===== config.mk =====
export PLATFORM = sky130hd
export DESIGN_NAME = cbus_rr_arbiter
export DESIGN_NICKNAME = d
export VERILOG_FILES = /design/src/rtl/cbus_rr_arbiter.sv
export SDC_FILE = /design/constraint.sdc
export NUM_CORES = 1
export LEC_CHECK = 0
export CORE_AREA = 4 4 121 123
export DETAILED_ROUTE_END_ITERATION = 6
export DIE_AREA = 0 0 125 127
export PLACE_DENSITY = 0.57
export SYNTH_ARGS = -nofsm -noshare
export SYNTH_HDL_FRONTEND = slang
export SYNTH_SLANG_ARGS = --single-unit

===== constraint.sdc =====
create_clock -name clk -period 2.08 [get_ports clk]
set_input_delay 0.416 -clock clk [delete_from_list [all_inputs] [get_ports clk]]
set_output_delay 0.416 -clock clk [all_outputs]
set_load 0.02 [all_outputs]

===== src/rtl/cbus_rr_arbiter.sv =====
// cbus_rr_arbiter: round-robin arbiter sharing one CBus port, grant held from request until the last beat.
package cbus_pkg;
  typedef struct packed {
    logic        valid;
    logic        is_write;
    logic [3:0]  len;
    logic [31:0] addr;
    logic [31:0] data;
  } cbus_req_t;
  typedef struct packed {
    logic        ready;
    logic        last;
    logic [31:0] data;
  } cbus_resp_t;
endpackage

module cbus_rr_arbiter
  import cbus_pkg::*;
#(
  parameter int NUM_INPUTS = 2,
  parameter int IDX_W = $clog2(NUM_INPUTS)
) (
  input  logic                        clk,
  input  logic                        reset,
  input  cbus_req_t  [NUM_INPUTS-1:0] ireqs,
  output cbus_resp_t [NUM_INPUTS-1:0] iresps,
  output cbus_req_t                   oreq,
  input  cbus_resp_t                  oresp
);
  typedef enum logic {IDLE, BUSY} state_t;
  state_t state, state_nx;
  logic [IDX_W-1:0] grant_idx, grant_nx, rr_ptr, rr_nx, win;
  logic found;
  int idx;
  always_comb begin
    found = 1'b0;
    win = '0;
    idx = 0;
    for (int k = 0; k < NUM_INPUTS; k++) begin
      idx = int'(rr_ptr) + k;
      if (idx >= NUM_INPUTS) idx = idx - NUM_INPUTS;
      if (!found && ireqs[idx].valid) begin
        found = 1'b1;
        win = IDX_W'(idx);
      end
    end
  end
  always_comb begin
    state_nx = state;
    grant_nx = grant_idx;
    rr_nx = rr_ptr;
    if (state == IDLE && found) begin
      state_nx = BUSY;
      grant_nx = win;
    end
    // explicit wrap keeps the pointer legal for non-power-of-2 requester counts
    if (state == BUSY && oresp.ready && oresp.last) begin
      state_nx = IDLE;
      rr_nx = (grant_idx == IDX_W'(NUM_INPUTS - 1)) ? '0 : grant_idx + 1'b1;
    end
  end
  always_comb begin
    oreq = (state == BUSY) ? ireqs[grant_idx] : '0;
    for (int i = 0; i < NUM_INPUTS; i++)
      iresps[i] = (state == BUSY && grant_idx == IDX_W'(i)) ? oresp : '0;
  end
  always_ff @(posedge clk or posedge reset) begin
    if (reset) begin
      state <= IDLE;
      grant_idx <= '0;
      rr_ptr <= '0;
    end else begin
      state <= state_nx;
      grant_idx <= grant_nx;
      rr_ptr <= rr_nx;
    end
  end
endmodule


; Word level (Yosys, flattened, before mapping)
; Index checks and enable logic that the tools add are counted.
; Widths: inputs -> output; s select.
[word_totals]
ramBits = 0
n_memories = 0
inputBits = 176
regBits = 3
latch_bits = 0
rom_bits = 0
wordCells = 42
[op_classes]
n_bitwise = 2
n_lt_le_gt_ge = 5
n_addsub = 4
multipliers = 0
n_div = 0
n_eq_ne = 0
shift = 0
n_reduce_logical = 8
mux = 20
[op_table]
columns = operator, count
row1 = $mux 70, 9
row2 = $mux 34, 2
row3 = $lt 32x3->1 const B, 2
row4 = $mux 32, 2
row5 = $mux 1, 7
row6 = $logic_and 1x1->1, 6
row7 = $sub 1x2->3 const B, 1
row8 = $sub 2x2->3 const B, 1
row9 = $add 1x1->2 const B, 1
row10 = $ge 1x2->1 const B, 1
row11 = $ge 2x2->1 const B, 1
row12 = $lt 1x2->1 const B, 1
row13 = $not 1->1, 2
row14 = $reduce_bool 2->1, 1
row15 = $add 1x1->1 const B, 1
row16 = $logic_not 1->1, 1

; Logic depth before layout (Yosys ltp)
; Gate-level depths: netlist of the first run.
[logic_depth]
ltp_word = 12
ltp_mapped = 5
ltp_nobuf = 2

; Worst setup path before layout of the first run
; OpenSTA, ideal clock, no wires.
[synth_timing]
path_kind = flip-flop to output port
startpoint = reg grant_idx
endpoint = out oreq[57] (netlist bit)
path_slack_ps = 452
arrival_ps = 1212
path_stages_with_launch = 6
required_time_ps = 1664
n_path_buf = 3
cell_sequence = dfrtp_1 -> buf_4 -> buf_8 -> buf_8 -> mux2i_1 -> nor2b_1
[synth_rtl]
columns = item, line_no
row1 = start: declaration, 32  ; logic [IDX_W-1:0] grant_idx, grant_nx, rr_ptr, rr_nx, win;
row2 = start signal: assignment, 74  ; grant_idx <= grant_nx;
row3 = end: declaration, 27  ; output cbus_req_t oreq,

==> impl_results.md, run 1 <==
- FF-to-FF path depth: 3
- Total track usage: 13.0%
- Vias in the first global route: 3,093
- Fillers: 1,440
- Most used cell, CP: buf_12
- Max Root-Sink Buffers: 2
- H-tree depth: 1
- Worst rel slew slack: 82.1%
- Fmax: 494 MHz
- Largest net degree at the start of global routing: 43
- Critical path, cell by cell: buf_12 > buf_12 > mux2i_1 > nor2b_1 > dlygate4sd2_1
- Crit-path leading delay family: buffers and inverters
- Pwr Density: 624 mW/mm2
- Slew @ Worst Pin: 0.269 ns
- WP depth: 5
- Bufs and invs on worst path: 3
- Clk pwr share: 9.6%
- Post-synthesis async set-or-reset flop share: 100%
- Initial core utilization: 13.7%
- Dpl cell area: 0.00531 mm2
- Clk Latency, worst-skew pair: 0.22 ns
- Clk root buf: clkbuf_16
- Clock-pin slew of the registers on the worst-case setup and hold paths: 0.03 ns
- Max cap viols: 0
- Slowest cell delay on critical path: 0.49 ns
- Synthesized area: 0.00187 mm2
- Final setup violation count: 0
- IO Port Bufs: 313
- Starting DRC count in detailed routing: 58
- Crit Path Max Fanout: 14
- Slowest-stage cell, CP: dfrtp_4
- Syn_nets: 424
- Post-synth EDFFs: 0
- Cells after synthesis: 248
- Via density: 3.99
- Clock sink count: 3
- Reg-to-Reg Start: state
- Status: finished clean
- Worst Setup End Kind: output port
- Post-DRT Antenna Nets: 0
- # IOs: 314
- Placed cells: 734
- Largest area contributor in the netlist: mux2i_1
- Period utilisation layout: 97.4%
- Worst Setup Start Kind: flip-flop
- Switching share of power: 47.5%
- Initial antenna violation count: 0
- Nets@finish: 735
- Area contributors post-synth: mux2i_1 (38%), nor2b_1 (24%), and2_1 (11%)
- Die area: 0.0159 mm2
- Cell with the most instances after synthesis: nor2b_1
- Core area: 0.0137 mm2
- CTS Buf Count: 3
- Wire per inst: 15.4 um
- Terminus of the critical flop-to-flop path: rr_ptr
- Combinational share of power: 87.3%
- Die height: 127 um
- Final hold vios: 0
- RSZ-0062 raised after global routing: no
- Site row count: 43
- Final non-filler cell total: 738
- Worst IR Drop VDD: 0.000271 V
- Hold Path Class: in2async
- DR pass1 iterations: 4
- Residual DRC: 0
- Data arrival, critical path: 1.61 ns
- TritonCTS clock tree: yes
- Worst R2R Setup Slack: 0.86 ns
- Psw: 1.49 mW
- Final global-route overflow total: 0
- Post-DP HPWL: 9760 um
- CP Data Required Time: 1.66 ns
- Netlist cell types: 16
- Area grow syn2layout: 168%
- First-pass GRT wire length: 16,900 um
- Flops & latches, synth: 3
- Power Internal: 1.65 mW
- ANT cells: 0
- Layout cells sized above 1: 15.2%
- Register area share after synthesis: 4.01%
- Final hold slack: 0.377 ns
- Worst setup path class: reg2out
- Final worst clock skew: 0.00217 ns
- Routability-driven placement congestion ratio: 0.877
- Ys flop type: dfrtp_1
- Via count: 2,946
- Utilization after layout: 36.7%
- Final wirelength: 11,400 um
- Top cell type's share of synthesized area: 38.0%
- Pleak: 2.53 nW
- Die X: 125 um
- Seq pwr share: 3.1%
- Max-slew violations: 0
- Synth warn: 0
- Commonest cells in the synthesized netlist: nor2b_1 (72), mux2i_1 (71), and2_1 (34), and3_1 (34), clkbuf_1 (10)
- Post-route cell area: 0.00502 mm2
- Sum Neg Setup Slack: 0 ns
- Final min period: 2.03 ns
- Average instance area after synthesis: 7.55 um2
- Critical Path Source: grant_idx
==> cell type report <==
cell class / instances / area [um2] / share of cell area, %
inverters: 2 / 7.51 / 0.150
repair buffers: 333 / 3000 / 59.7
multi-input cells: 216 / 1630 / 32.5
well taps: 180 / 225 / 4.49
flip-flops and latches: 3 / 80.1 / 1.59
clock buffers: 4 / 78.8 / 1.57
==> worst reg2reg max path, stage by stage (launching register included) <==
cell     delay (ns)
dfrtp_2        0.44
buf_4          0.31
nand3_1        0.20
mux2i_1        0.16
==> layout by cell type (no fill, tap or decap), drive strengths merged, types with 2 or more instances in the layout <==
cell	n
clkdlybuf4s15	15
nor2b	73
mux2i	71
clkdlybuf4s50	175
clkbuf	60
and2	34
dlygate4sd2	65
and3	34
buf	22
dfrtp	3
inv	2
==> routing by layer <==
metal  up-vias  global-route usage, %  routed length, um
li1       1449                      -                  -
met1      1295                   14.6               4430
met2       191                   23.8               5520
met3        11                   5.56               1320
met4         0                   1.21                102
met5         -                      0                  0
==> registers in the layout, summed over array words and instances, names as in the netlist <==
| register | flops |
|---|---|
| state | 1 |
| grant_idx | 1 |
| rr_ptr | 1 |
==> power groups by stage <==
stage               Combinational (mW)  Clock, mW  Sequential [mW]
floorplan                         1.60          0           0.0798
global placement                  3.13          0           0.0990
detailed placement                3.14          0           0.0995
CTS                               2.83      0.306           0.0989
global route                      2.92      0.317            0.101
finish                            2.74      0.302           0.0973
==> repair_timing <==
action / in CTS / in global routing
setup buffers: 0 / 0
resized for setup: 167 / 105
endpoints found under the setup margin: 138 / 73
hold buffers: 0 / 0
==> through the flow <==
step / power (mW) / setup slack (ns)
final: 3.13 / 0.0541
after global routing: 3.34 / 0.000307
after detailed placement: 3.24 / -0.135
after global placement: 3.23 / -0.121
after floorplan: 1.68 / 0.452
after CTS: 3.23 / 0.000701
==> logic make-up after synthesis <==
logic type,after synthesis,share of synthesized area [%]
DFF,3,4.01
and+or+nand+nor,143,48.0
AOI/OAI and AO/OA,2,0.936
muxes,71,38.0
buffers and inverters,29,9.09
==> worst max-delay path by stage <==
| stage | to | slack [ns] |
|---|---|---|
| 2_1_floorplan | oreq[57] | 0.45 |
| 4_1_cts | iresps[22] | 0.0007 |
| 5_1_grt | oreq[6] | 0.0003 |
| 3_5_place_dp | oreq[3] | -0.14 |
| 3_3_place_gp | oreq[3] | -0.12 |
| 6_report | oreq[32] | 0.05 |
Note: power is estimated with default switching activity, not from simulation.
==> run 2, diff against run 1 <==
SLEW_MARGIN = 20   (was not set)
==> results of run 2 <==
The final DEF is identical to that of run 1; final timing and power are the same.
